===== config.mk =====
export PLATFORM = sky130hd
export DESIGN_NAME = decode_queue
export DESIGN_NICKNAME = d
export VERILOG_FILES = /design/src/rtl/decode_queue.sv
export SDC_FILE = /design/constraint.sdc
export NUM_CORES = 1
export LEC_CHECK = 0
export ABC_AREA = 1
export CORE_MARGIN = 2
export CORE_UTILIZATION = 45
export DETAILED_ROUTE_END_ITERATION = 8
export DONT_BUFFER_PORTS = 1
export MAX_ROUTING_LAYER = met4
export PLACE_DENSITY = 0.7
export SYNTH_ARGS = -nofsm -noshare
export SYNTH_HDL_FRONTEND = slang
export SYNTH_SLANG_ARGS = --single-unit

===== constraint.sdc =====
create_clock -name clk -period 5.6 [get_ports clk]
set_clock_uncertainty 0.1 [all_clocks]
set_input_delay 1.12 -clock clk [delete_from_list [all_inputs] [get_ports clk]]
set_output_delay 1.12 -clock clk [all_outputs]
set_load 0.01 [all_outputs]

===== src/rtl/decode_queue.sv =====
// RV32I decoder feeding a DEPTH-entry FIFO of decoded bundles between fetch and execute.
// Optional retire/illegal statistics counters are enabled with `define DECODE_QUEUE_STATS_EN.
module decode_queue #(
    parameter int XLEN  = 32,
    parameter int DEPTH = 2
) (
    input  logic                       clk,
    input  logic                       rst,
    input  logic [31:0]                instruction,
    input  logic                       in_valid,
    output logic                       in_ready,
    input  logic                       flush,
    output logic                       out_valid,
    input  logic                       out_ready,
    output logic [6:0]                 opcode,
    output logic [2:0]                 funct3,
    output logic [6:0]                 funct7,
    output logic [4:0]                 rs1,
    output logic [4:0]                 rs2,
    output logic [4:0]                 rd,
    output logic [XLEN-1:0]            imm,
    output logic                       alu_src,
    output logic [2:0]                 fmt,
    output logic                       illegal,
    output logic [$clog2(DEPTH+1)-1:0] level
`ifdef DECODE_QUEUE_STATS_EN
    ,
    output logic [31:0]                retired_cnt,
    output logic [15:0]                illegal_cnt
`endif
);

    localparam int PTR_W = $clog2(DEPTH);
    localparam int LVL_W = $clog2(DEPTH+1);

    localparam logic [2:0] FMT_R   = 3'd0;
    localparam logic [2:0] FMT_I   = 3'd1;
    localparam logic [2:0] FMT_S   = 3'd2;
    localparam logic [2:0] FMT_B   = 3'd3;
    localparam logic [2:0] FMT_U   = 3'd4;
    localparam logic [2:0] FMT_J   = 3'd5;
    localparam logic [2:0] FMT_ILL = 3'd7;

    typedef struct packed {
        logic [6:0]      opcode;
        logic [2:0]      funct3;
        logic [6:0]      funct7;
        logic [4:0]      rs1;
        logic [4:0]      rs2;
        logic [4:0]      rd;
        logic [XLEN-1:0] imm;
        logic            alu_src;
        logic [2:0]      fmt;
        logic            illegal;
    } entry_t;

    // Full decode of one instruction word; illegal encodings keep only the opcode.
    function automatic entry_t decode(input logic [31:0] i);
        entry_t     e;
        logic [31:0] imm32;
        logic        bad;
        e      = '0;
        imm32  = 32'd0;
        bad    = 1'b0;
        e.opcode = i[6:0];
        case (i[6:0])
            7'b0110011: begin
                e.funct3 = i[14:12];
                e.funct7 = i[31:25];
                e.rs1    = i[19:15];
                e.rs2    = i[24:20];
                e.rd     = i[11:7];
                e.fmt    = FMT_R;
                bad      = (i[31:25] != 7'b0000000) && (i[31:25] != 7'b0100000);
            end
            7'b0010011, 7'b0000011, 7'b1100111, 7'b1110011: begin
                e.funct3  = i[14:12];
                e.rs1     = i[19:15];
                e.rd      = i[11:7];
                // Shift-immediates carry funct7 to distinguish SRLI from SRAI.
                if ((i[6:0] == 7'b0010011) && ((i[14:12] == 3'b001) || (i[14:12] == 3'b101))) begin
                    e.funct7 = i[31:25];
                end else begin
                    e.funct7 = 7'd0;
                end
                imm32     = {{20{i[31]}}, i[31:20]};
                e.alu_src = 1'b1;
                e.fmt     = FMT_I;
            end
            7'b0100011: begin
                e.funct3  = i[14:12];
                e.rs1     = i[19:15];
                e.rs2     = i[24:20];
                imm32     = {{20{i[31]}}, i[31:25], i[11:7]};
                e.alu_src = 1'b1;
                e.fmt     = FMT_S;
            end
            7'b1100011: begin
                e.funct3  = i[14:12];
                e.rs1     = i[19:15];
                e.rs2     = i[24:20];
                imm32     = {{20{i[31]}}, i[7], i[30:25], i[11:8], 1'b0};
                e.fmt     = FMT_B;
            end
            7'b0110111, 7'b0010111: begin
                e.rd      = i[11:7];
                imm32     = {i[31:12], 12'd0};
                e.alu_src = 1'b1;
                e.fmt     = FMT_U;
            end
            7'b1101111: begin
                e.rd      = i[11:7];
                imm32     = {{12{i[31]}}, i[19:12], i[20], i[30:21], 1'b0};
                e.alu_src = 1'b1;
                e.fmt     = FMT_J;
            end
            default: begin
                bad = 1'b1;
            end
        endcase
        e.imm = XLEN'($signed(imm32));
        if (bad || (i[1:0] != 2'b11)) begin
            e         = '0;
            e.opcode  = i[6:0];
            e.fmt     = FMT_ILL;
            e.illegal = 1'b1;
        end else begin
            e.illegal = 1'b0;
        end
        return e;
    endfunction

    entry_t             mem_q [DEPTH];
    entry_t             mem_d [DEPTH];
    logic [PTR_W-1:0]   rd_ptr_q, rd_ptr_d;
    logic [PTR_W-1:0]   wr_ptr_q, wr_ptr_d;
    logic [LVL_W-1:0]   level_q, level_d;
    entry_t             dec_s;
    entry_t             head_s;
    logic               push_s;
    logic               pop_s;

    assign dec_s     = decode(instruction);
    assign in_ready  = (level_q < LVL_W'(DEPTH));
    assign out_valid = (level_q != LVL_W'(0));
    assign push_s    = in_valid && in_ready;
    assign pop_s     = out_valid && out_ready;
    assign level     = level_q;

    // Next-state for pointers, occupancy and storage; flush wins over push/pop.
    always_comb begin
        rd_ptr_d = rd_ptr_q;
        wr_ptr_d = wr_ptr_q;
        level_d  = level_q;
        mem_d    = mem_q;
        if (flush) begin
            rd_ptr_d = '0;
            wr_ptr_d = '0;
            level_d  = '0;
        end else begin
            if (push_s) begin
                mem_d[wr_ptr_q] = dec_s;
                wr_ptr_d        = wr_ptr_q + PTR_W'(1);
            end else begin
                wr_ptr_d = wr_ptr_q;
            end
            if (pop_s) begin
                rd_ptr_d = rd_ptr_q + PTR_W'(1);
            end else begin
                rd_ptr_d = rd_ptr_q;
            end
            case ({push_s, pop_s})
                2'b10:   level_d = level_q + LVL_W'(1);
                2'b01:   level_d = level_q - LVL_W'(1);
                default: level_d = level_q;
            endcase
        end
    end

    // Queue state registers.
    always_ff @(posedge clk or posedge rst) begin
        if (rst) begin
            rd_ptr_q <= '0;
            wr_ptr_q <= '0;
            level_q  <= '0;
            for (int k = 0; k < DEPTH; k++) begin
                mem_q[k] <= '0;
            end
        end else begin
            rd_ptr_q <= rd_ptr_d;
            wr_ptr_q <= wr_ptr_d;
            level_q  <= level_d;
            mem_q    <= mem_d;
        end
    end

    // Head entry, forced to zero whenever nothing is valid.
    always_comb begin
        head_s = '0;
        if (out_valid) begin
            head_s = mem_q[rd_ptr_q];
        end else begin
            head_s = '0;
        end
    end

    assign opcode  = head_s.opcode;
    assign funct3  = head_s.funct3;
    assign funct7  = head_s.funct7;
    assign rs1     = head_s.rs1;
    assign rs2     = head_s.rs2;
    assign rd      = head_s.rd;
    assign imm     = head_s.imm;
    assign alu_src = head_s.alu_src;
    assign fmt     = head_s.fmt;
    assign illegal = head_s.illegal;

`ifdef DECODE_QUEUE_STATS_EN
    logic [31:0] retired_cnt_q, retired_cnt_d;
    logic [15:0] illegal_cnt_q, illegal_cnt_d;
    logic        retire_s;

    // Entries discarded by flush are not counted as retired.
    assign retire_s = pop_s && !flush;

    // Saturating statistics counters.
    always_comb begin
        retired_cnt_d = retired_cnt_q;
        illegal_cnt_d = illegal_cnt_q;
        if (retire_s && (retired_cnt_q != 32'hFFFF_FFFF)) begin
            retired_cnt_d = retired_cnt_q + 32'd1;
        end else begin
            retired_cnt_d = retired_cnt_q;
        end
        if (retire_s && head_s.illegal && (illegal_cnt_q != 16'hFFFF)) begin
            illegal_cnt_d = illegal_cnt_q + 16'd1;
        end else begin
            illegal_cnt_d = illegal_cnt_q;
        end
    end

    // Statistics registers, cleared only by reset.
    always_ff @(posedge clk or posedge rst) begin
        if (rst) begin
            retired_cnt_q <= 32'd0;
            illegal_cnt_q <= 16'd0;
        end else begin
            retired_cnt_q <= retired_cnt_d;
            illegal_cnt_q <= illegal_cnt_d;
        end
    end

    assign retired_cnt = retired_cnt_q;
    assign illegal_cnt = illegal_cnt_q;
`endif

endmodule


After elaboration in Yosys (flattened, before gate mapping)
Cells that the tools add are included.
{ "totals": {"in_bits": 37, "word_cells": 95, "reg_bits": 142, "out_inout_bits": 73} }
{ "op_classes": {"mux": 25, "n_addsub": 4, "reduce_logical": 20, "bitwise": 3, "eq_ne": 16, "magnitude_cmp": 4} }
{ "op_table": {"columns": ["cell", "n"], "rows": [
  ["69-bit 2-to-1 mux", 5],
  ["32-bit one-hot mux with 5 select lines", 1],
  ["138-bit bitwise mux", 1],
  ["69-bit demux with 1-bit select", 1],
  ["61-bit 2-to-1 mux", 1],
  ["7-bit == test, second input constant", 4],
  ["7-bit by 6-bit == test with 1-bit output, second input constant", 3],
  ["8-bit OR reduction", 2],
  ["5-bit 2-to-1 mux", 3],
  ["3-bit one-hot mux with 5 select lines", 1],
  ["7-bit by 5-bit == test with 1-bit output, second input constant", 2],
  ["7-bit one-hot mux with 2 select lines", 1],
  ["9-bit OR reduction", 1],
  ["7-bit by 2-bit == test with 1-bit output, second input constant", 1],
  ["7-bit 2-to-1 mux", 1],
  ["7-bit by 6-bit != test with 1-bit output, second input constant", 1],
  ["7-bit nonzero test", 1],
  ["7-bit OR reduction", 1],
  ["1-bit 2-to-1 mux", 6],
  ["2-bit nonzero test", 3],
  ["1-bit logical AND", 5],
  ["2-bit >= comparator, second input constant", 2],
  ["1-bit inverter with 2-bit output", 2],
  ["2-bit one-hot mux with 2 select lines", 1],
  ["other kinds (20)", 22]
]} }

Logic depth before layout (Yosys ltp)
{ "logic_depth": {"word_depth": 7, "ltp_mapped": 11, "ltp_nobuf": 11} }

Least setup slack after synthesis
Ideal clock, no wire load.
{ "synth_timing": {"path_type": "register to output", "startpoint": "register rd_ptr_q", "endpoint": "output port funct7[0]", "path_buffers": 3, "setup_slack_ps": 3039, "stages_incl_launch_ff": 7, "arrival_ps": 1341, "t_required_ps": 4380, "path_cell_list": "dfrtp_1 -> clkbuf_1 -> inv_2 -> buf_2 -> buf_1 -> nand2_1 -> a21oi_1"} }
{ "synth_between": {"elab_chain_cells": 5} }
{ "synth_lines": {"columns": ["element", "line_no", "rtl"], "rows": [
  ["from (decl)", "135", "logic [PTR_W-1:0] rd_ptr_q, rd_ptr_d;"],
  ["from (signal assigned)", "190", "rd_ptr_q <= rd_ptr_d;"],
  ["1-bit inverter with 2-bit output (not written as such)", "201", "head_s = mem_q[rd_ptr_q];"],
  ["69-bit 2-to-1 mux (not written as such) (3 in a row)", "201", null],
  ["69-bit 2-to-1 mux", "200", "if (out_valid) begin"],
  ["to (decl)", "17", "output logic [6:0] funct7,"]
]} }
No other way between the ends. The select of a mux whose other input is x is not followed.

Worst setup path after layout
{ "layout_timing": {"startpoint": "register rd_ptr_q", "endpoint": "output port imm[16]"} }
{ "layout_between": {"elab_chain_cells": 5} }
{ "layout_lines": {"columns": ["element", "line_no", "rtl"], "rows": [
  ["1-bit inverter with 2-bit output (not written as such)", "201", null],
  ["69-bit 2-to-1 mux (not written as such) (3 in a row)", "201", null],
  ["69-bit 2-to-1 mux", "200", null],
  ["to (decl)", "21", "output logic [XLEN-1:0] imm,"]
]} }
No other way between the ends. The select of a mux whose other input is x is not followed.

==> metrics.csv <==
metric,value,unit
Place WS,2.26,ns
sequential share of the synthesized area,48.5,%
# Post-CTS Setup Buffers,0,
Avg Inst Size Synth,7.24,µm²
PnR worst setup slack,2.08,ns
share of layout cells above drive strength 1,8.08,%
Initial Util,46.1,%
"area leader, netlist",dfrtp_1,
Ant. Diodes,0,
Final Util,50.5,%
crit end category,output port,
final setup violation count,0,
ranking of synthesized cells by area,"dfrtp_1 (49%), nand2_1 (25%), a21oi_1 (4.9%)",
WP data arrival,2.30,ns
maximum VDD drop,208,µV
Routed Antenna Nets,0,
Vias/cell,5.37,
first-pass GRT wire length,34.1,mm
most used flip-flop cell after synthesis,dfrtp_1,
Synth top area share,48.5,%
synthesized area,7320,µm²
Slew Limit Fails,0,
Required @ worst endpoint,4.38,ns
Relative slew margins,40.6,%
Synth async-reset ratio,100,%
wire per inst,17.5,µm
CTS sink count,142,
power density over cell area,386,nW/µm²
Slew @ Worst Pin,0.890,ns
Lkg Pwr,4.11,nW
number of global-route vias before repair,6016,
WS Path Type,reg -> out,
final hold viol count,0,
Die Wd,132,µm
Max Cap Viol,0,
most common cell in the netlist,nand2_1,
crit path time final,3.52,ns
Hold Crit Class,reg -> reg,
DP Area,7400,µm²
Hold Buf Count CTS,0,
"top cells by count, synth","nand2_1 (491), dfrtp_1 (142), a21oi_1 (72)",
nets@finish,1014,
DR vias,6479,
post-route cell area,8020,µm²
Fmax achieved,284,MHz
Worst Setup Start Kind,flop,
post-CTS sizing,0,
"EDFF count, synth",0,
CTS tree,yes,
Num CTS Buffers,17,
clock-pin transition on the worst setup and hold timing paths,0.06,ns
initial antenna violation count,0,
CTS root buf,clkbuf_16,
Synth cell types,28,
"Max FO, Critical Path",36,
IO Pins,110,
core area,15900,µm²
drt drc,0,
Syn Inst Count,1012,
placed wire-length estimate,13.4,mm
final period utilization,62.9,%
RePlAce Congestion,0.970,
port bufs,0,
GR Util All Layers,25.9,%
RSZ-0062 raised after global routing,false,
Die Footprint,17300,µm²
largest net degree at the start of global routing,97,
cell row count,46,
DR pass1 iterations,6,
Fin Hold WS,0.378,ns
area grow syn2layout,9.48,%
status,finished clean,
Synth Register Bits,142,
H-tree depth,4,
warnings from Yosys,0,
syn nets,1049,
Max Root-Sink Buffers,2,
Worst-Skew Late Latency,0.43,ns
Iteration-0 DRC Markers,655,
Die H,132,µm
GRT overflow,0,
Detailed Route WL,21.2,mm
setup TNS,0,ns
[power breakdown]
group	switching, W	internal (W)
clock network	0.000443	0.000734
registers	0.0000801	0.00116
logic	0.000534	0.000139
[placed cells by master (no fill, tap or decap), types with 2 or more instances in the layout]
cell type / n
nand4_1: 50
clkinv_4: 2
a21oi_1: 72
clkinvlp_4: 2
nand3_2: 2
dfrtp_1: 141
nand2_2: 7
buf_4: 9
clkinv_2: 3
nand3_1: 27
clkbuf_1: 2
nor2_1: 38
o21ai_1: 4
o21ai_2: 2
nor2_2: 6
nand2_1: 491
bufinv_16: 3
nor2_4: 6
o21ai_0: 36
clkbuf_16: 17
nand2_4: 3
a31oi_1: 2
inv_1: 43
clkbuf_8: 3
inv_2: 9
o22ai_1: 2
[through the flow]
step                      total power, W  cells
after CTS                        0.00312   1206
after global routing             0.00325   1206
after global placement           0.00193   1174
final                            0.00309   1206
after floorplan                  0.00174   1012
after detailed placement         0.00194   1174
[cell type report]
type                    instances  area, µm²
fillers                      1612       7870
flip-flops and latches        142       3550
multi-input cells             752       3300
clock buffers                  22        474
well taps                     216        270
inverters                      55        214
clock inverters                10        138
repair buffers                  9       67.6
[metal layers]
layer / share of wire (%) / track usage [%] / vias to the layer above
met3: 8.3 / 8.18 / 31
met5: 0 / - / -
met4: 2.4 / 8.82 / 0
li1: - / - / 3135
met2: 45 / 37.0 / 243
met1: 44 / 34.8 / 3070
[registers in the layout, indices dropped and copies added, names as in the netlist]
name and cells:
rd_ptr_q 1, mem_q 138, wr_ptr_q 1, level 2
[kinds of logic (layout without fill, tap and decap cells)]
kind of cell | count (synthesis) | in the layout | share of synthesized area (%)
buf+inv | 118 | 96 | 6.72
compound gates | 118 | 118 | 8.24
simple gates | 634 | 634 | 36.5
flops | 142 | 142 | 48.5
[path summary, 6_finish.rpt]
kind | startpoint | end | slack, ns | cells after the start
setup / recovery | rd_ptr_q | imm[16] | 2.08 | 4
hold / removal | mem_q[118] | mem_q[118] | 0.38 | 2
setup reg to reg | level[1] | mem_q[66] | 2.67 | 8
hold reg to reg | mem_q[118] | mem_q[118] | 0.38 | 2
max in group asynchronous | rst | mem_q[51] | 3.59 | 2
min in group asynchronous | rst | mem_q[136] | 0.63 | 1
[critical path, stage by stage (launching register included)]
cell and delay, ns:
dfrtp_2 0.41, inv_2 0.49, buf_4 0.50, nand2_1 0.10, a21oi_1 0.35
Power figures use the tool's default switching activity.
